`config.mk`:
```
export PLATFORM = sky130hd
export DESIGN_NAME = ikaopll_bus_write_receiver
export DESIGN_NICKNAME = d
export VERILOG_FILES = /design/src/rtl/ikaopll_bus_write_receiver.sv
export SDC_FILE = /design/constraint.sdc
export NUM_CORES = 1
export LEC_CHECK = 0
export ABC_AREA = 1
export CORE_MARGIN = 5
export CORE_UTILIZATION = 40
export CTS_CLUSTER_SIZE = 12
export DETAILED_ROUTE_END_ITERATION = 7
export HOLD_SLACK_MARGIN = 0.05
export PLACE_DENSITY = 0.59
export RECOVER_POWER = 25
export REMOVE_ABC_BUFFERS = 1
export SKIP_LAST_GASP = 1
export SLEW_MARGIN = 20
export SYNTH_ARGS = -nofsm -noshare
export SYNTH_HDL_FRONTEND = slang
export SYNTH_SLANG_ARGS = --single-unit
export TNS_END_PERCENT = 100
```
`constraint.sdc`:
```
create_clock -name i_XIN_EMUCLK -period 1.8 [get_ports i_XIN_EMUCLK]
set_clock_uncertainty 0.15 [all_clocks]
set_input_delay 0.36 -clock i_XIN_EMUCLK [delete_from_list [all_inputs] [get_ports i_XIN_EMUCLK]]
set_output_delay 0.36 -clock i_XIN_EMUCLK [all_outputs]
set_load 0.05 [all_outputs]
```
`src/rtl/ikaopll_bus_write_receiver.sv`:
```
// ikaopll_bus_write_receiver: synchronises the CPU write bus, latches address/data phases,
// enforces post-write wait times and emits one phiM-aligned register-file write per data phase.
`timescale 1ns/1ps
module ikaopll_bus_write_receiver #(
  parameter int SYNC_STAGES = 2,
  parameter int ADDR_WAIT   = 12,
  parameter int DATA_WAIT   = 84
) (
  input  logic       i_XIN_EMUCLK,
  input  logic       i_IC_n,
  input  logic       i_phiM_PCEN_n,
  input  logic       i_CS_n,
  input  logic       i_WR_n,
  input  logic       i_A0,
  input  logic [7:0] i_D,
  output logic [7:0] o_REG_ADDR,
  output logic [7:0] o_REG_DATA,
  output logic       o_REG_WR,
  output logic       o_ADDR_VALID,
  output logic       o_BUSY,
  output logic       o_DROP
);
  localparam int MW = ADDR_WAIT > DATA_WAIT ? ADDR_WAIT : DATA_WAIT;
  localparam int CW = $clog2(MW + 1);
  typedef enum logic [1:0] {IDLE, PEND, WAIT} state_t;
  state_t state, state_n;
  logic [SYNC_STAGES-1:0] cs_sr, wr_sr, a0_sr;
  logic [SYNC_STAGES-1:0][7:0] d_sr;
  logic strb, strb_q, commit, a0_h, valid_n;
  logic [7:0] d_h, addr_n, data_n;
  logic [CW-1:0] cnt, cnt_n;
  assign strb = ~cs_sr[SYNC_STAGES-1] & ~wr_sr[SYNC_STAGES-1];
  assign commit = strb_q & ~strb;
  assign o_BUSY = state != IDLE;
  assign o_REG_WR = state == PEND && !i_phiM_PCEN_n;
  assign o_DROP = commit & o_BUSY;
  always_comb begin
    state_n = state;
    cnt_n = cnt;
    addr_n = o_REG_ADDR;
    data_n = o_REG_DATA;
    valid_n = o_ADDR_VALID;
    case (state)
      IDLE:
        if (commit && !a0_h) begin
          addr_n = d_h;
          valid_n = 1'b1;
          cnt_n = CW'(ADDR_WAIT);
          state_n = WAIT;
        end else if (commit && o_ADDR_VALID) begin
          data_n = d_h;
          state_n = PEND;
        end
      PEND:
        if (!i_phiM_PCEN_n) begin
          cnt_n = CW'(DATA_WAIT);
          state_n = WAIT;
        end
      WAIT:
        if (!i_phiM_PCEN_n) begin
          cnt_n = cnt == '0 ? cnt : cnt - 1'b1;
          state_n = cnt <= CW'(1) ? IDLE : WAIT;
        end
      default: state_n = IDLE;
    endcase
  end
  always_ff @(posedge i_XIN_EMUCLK or negedge i_IC_n) begin
    if (!i_IC_n) begin
      cs_sr <= '1;
      wr_sr <= '1;
      a0_sr <= '0;
      d_sr <= '0;
      strb_q <= 1'b0;
      a0_h <= 1'b0;
      d_h <= '0;
      state <= IDLE;
      cnt <= '0;
      o_REG_ADDR <= '0;
      o_REG_DATA <= '0;
      o_ADDR_VALID <= 1'b0;
    end else begin
      cs_sr <= {cs_sr[SYNC_STAGES-2:0], i_CS_n};
      wr_sr <= {wr_sr[SYNC_STAGES-2:0], i_WR_n};
      a0_sr <= {a0_sr[SYNC_STAGES-2:0], i_A0};
      d_sr <= {d_sr[SYNC_STAGES-2:0], i_D};
      strb_q <= strb;
      // hold keeps the last phase value seen while the strobe was active
      if (strb) begin
        a0_h <= a0_sr[SYNC_STAGES-1];
        d_h <= d_sr[SYNC_STAGES-1];
      end
      state <= state_n;
      cnt <= cnt_n;
      o_REG_ADDR <= addr_n;
      o_REG_DATA <= data_n;
      o_ADDR_VALID <= valid_n;
    end
  end
endmodule

```
==> parameters.txt <==
Parameter                              Value

Run status
  Run status ... finished, violations left
  Failing checks ... negative setup slack

STA
  Setup TNS ... -27.9 ps
  Final hold violations ... 0
  Final setup violating endpoints ... 1
  Unrepaired setup endpoints after global routing ... yes
  Achievable Freq ... 0.547 GHz
  Shortest clock period the worst path allows after layout ... 1830 ps
  Final-report max-slew violation count ... 0
  Final period utilization ... 1.02
  Rel. slew slack ... 0.367
  Worst-Margin Slew ... 949 ps
  Hold_ws ... 198 ps
  Worst setup margin ... -27.9 ps

Setup path
  Slowest stage cell on the critical path ... dfrtp_1
  Worst Path Buf+Inv ... 2
  Arrival time at the worst endpoint ... 1320 ps
  Critical Path Max Stage Delay ... 380 ps
  Kind of end point of the critical path ... output pin
  Highest fanout seen on the critical path ... 3
  Count of cell instances traversed by the critical path ... 4
  Kind of start point of the critical path ... register
  Crit path required time ... 1290 ps
  Depth of the most critical reg-to-reg path ... 9
  Cell type group with the largest total delay on the critical path ... flip-flops
  Worst setup path category ... reg2out
  Critical Path, Cell by Cell ... inv_2, ha_4, nor3_4, buf_6

GRT
  Most Crowded Layer GR ... met2
  Gr usage total ... 0.134
  First-pass GRT wire length ... 7650 um
  Global routing met2 resource utilization ... 0.204
  Pin count of the biggest net entering global routing ... 23
  Via count of the first global-routing pass ... 1600
  Number of antenna violations at the first check in global routing ... 0
  Global routing usage on met3 ... 0.0361
  Remaining Overflow, GRT ... 0
  Met1 GRT Util ... 0.170

Logic synthesis
  Count of different cell masters after synthesis ... 29
  Post-synthesis cell area ... 2340 um^2
  YS warnings ... 0
  Sequential cell area fraction in the yosys report ... 0.623
  Number of storage elements in the synthesis netlist ... 58
  Synthesized area per cell ... 10.3 um^2
  Syn Inst Count ... 226

Final layout
  Growth of design area from synthesis to finish ... 33.9%
  Share of post-route cells with drive strength above 1 ... 0.312
  Final-stage net count ... 297
  Post-route design area ... 3130 um^2
  Number of antenna repair diodes ... 0
  Final std cells w/o fill ... 354

Placement
  Count of buffers inserted at the top-level ports ... 33
  Number of placed instances with taps included ... 332
  Estimated wirelength of the detail-placed design ... 2840 um
  GP Congestion ... 0.790
  Post-Place Cell Area ... 2780 um^2
  Setup slack at placement ... 64.6 ps

Detailed routing
  Total number of vias ... 1595
  Post-detailed-routing wire length ... 4180 um
  Detail-routed via count per cell ... 4.51
  DR iter-0 viols ... 61
  DRC Markers ... 0
  Antenna violation net count after detailed routing ... 0
  Detailed-router iteration count before antenna repair ... 4
  Routed wire length per instance ... 11.8 um

Clock tree
  CTS tree ... built
  Maximum clock path buffer count ... 2
  H-Tree Depth ... 3
  Number of sinks driven by the clock tree ... 58
  Buffer cell driving the clock tree root ... clkbuf_8
  Worst skew pair latency ... 330 ps
  Number of CTS-inserted buffers ... 9
  Clock transition at path regs ... 60 ps

Power and ir drop
  Relative contribution of the clock network to total power ... 0.243
  Int Power ... 3410 uW
  Total power per unit cell area ... 1820 nW/um^2
  Peak ir drop on the vdd network ... 0.897 mV
  Proportion of total power due to net switching ... 0.402
  Switching power ... 2290 uW
  Reg power frac ... 0.316
  Share of total power in combinational logic ... 0.441
  Static Leak ... 0.00151 uW

Die
  Initial standard-cell utilization of the core ... 0.417
  Total I/O pin count ... 34
  Die X-Extent ... 86.4 um
  Area of the core region ... 5610 um^2
  Full die area ... 7470 um^2
  Std cell rows ... 27
  Y dimension of the die ... 86.4 um

Run
  Number of violations of the max-capacitance limit ... 0

Min path
  Cells on Worst Hold Path ... 0
  Tightest Hold Check Type ... reg2reg
power by group through the flow:
stage,sequential (uW),clock (uW),combinational (uW)
finish,1800,1390,2520
global route,1850,1470,2770
CTS,1810,1420,2500
detailed placement,1830,0,2320
global placement,1820,0,2310
floorplan,2370,0,1040
registers in the layout, indices dropped and copies added, names as in the netlist:
name and count:
cnt 7, d_h 8, cs_sr 2, o_REG_ADDR 8, wr_sr 2, d_sr 16, o_REG_DATA 8, state 2
a0_h 1, o_ADDR_VALID 1, a0_sr 2, strb_q 1
cells by family after synthesis:
kind of cell,count (synthesis),share of synthesized area
buffers and inverters,34,0.0653
adders and majority gates,6,0.0321
DFF,58,0.623
AOI/OAI and AO/OA,36,0.0958
xor gates and xnor gates,1,0.00375
and+or+nand+nor,91,0.180
cell usage after synthesis (all sizes together):
cell     n  area (um^2)
nor2    10         57.6
o21ai   32          190
nand3   12         70.1
clkinv   1         3.75
inv     28          110
dfrtp   54         1350
xor2     1         8.76
clkbuf   2         7.51
a21oi    3         26.3
dfstp    4          105
buf      3         31.3
nand2   64          260
a21boi   1         7.51
nor3     4         25.0
ha       6         75.1
nand3b   1         7.51
final timing paths:
path                           from  slack, ps       end
hold reg to reg             d_sr[2]        200  d_sr[10]
setup reg to reg           state[1]         80    cnt[3]
min in group asynchronous    i_IC_n        540   d_sr[7]
hold / removal              d_sr[2]        200  d_sr[10]
max in group asynchronous    i_IC_n        330    cnt[1]
setup / recovery           state[0]        -30    o_DROP
cells in the final DEF (no fill, tap or decap), types with 2 or more instances in the layout:
cell type and instances:
inv_1 20, ha_2 2, nand3_1 9, dfstp_2 4, dlygate4sd3_1 12, inv_2 7
clkbuf_8 12, nand2_4 2, dfrtp_1 54, nor2_4 4, buf_4 23, o21ai_2 8
o21ai_0 11, ha_1 3, buf_12 6, nand3_2 3, nand2_2 4, bufinv_16 2
a21oi_1 2, o21ai_1 13, nor3_1 2, buf_6 2, nand2_1 58, nor2_1 5
stage by stage:
| stage | total power, uW | util |
|---|---|---|
| final | 5700 | 0.558 |
| after global routing | 6090 | 0.558 |
| after CTS | 5730 | 0.554 |
| after detailed placement | 4150 | 0.496 |
| after global placement | 4130 | 0.496 |
| after floorplan | 3420 | - |
layer usage:
| layer | vias to the layer above | share of wire | wire, um |
|---|---|---|---|
| met4 | 0 | 0.031 | 128 |
| met3 | 11 | 0.046 | 192 |
| met5 | - | 0 | 0 |
| li1 | 817 | - | - |
| met2 | 32 | 0.47 | 1950 |
| met1 | 735 | 0.46 | 1910 |
worst reg2reg max path, cell delays in order, from the launching register on:
cell and delay, ps:
dfrtp_1 390, buf_4 150, ha_2 210, inv_6 80, nand2_4 60, a21oi_4 180
nand2_2 80, nor2_4 200, o21ai_1 110, nand2_1 70
final cells by class:
| type | count | area (um^2) |
|---|---|---|
| Fill cell | 520 | 2480 |
| Timing Repair Buffer | 45 | 449 |
| Multi-Input combinational cell | 134 | 783 |
| Sequential cell | 58 | 1460 |
| Tap cell | 72 | 90.1 |
| Inverter | 29 | 114 |
| Clock inverter | 4 | 72.6 |
| Clock buffer | 12 | 165 |
timing repair:
action	CTS	global route
hold buffers	1	0
endpoints found under the setup margin	3	17
endpoints found under the hold margin	10	0
buffers inserted	5	0
pin swaps	2	3
resized for setup	11	6
No activity file was read; power rests on OpenSTA's default activity.
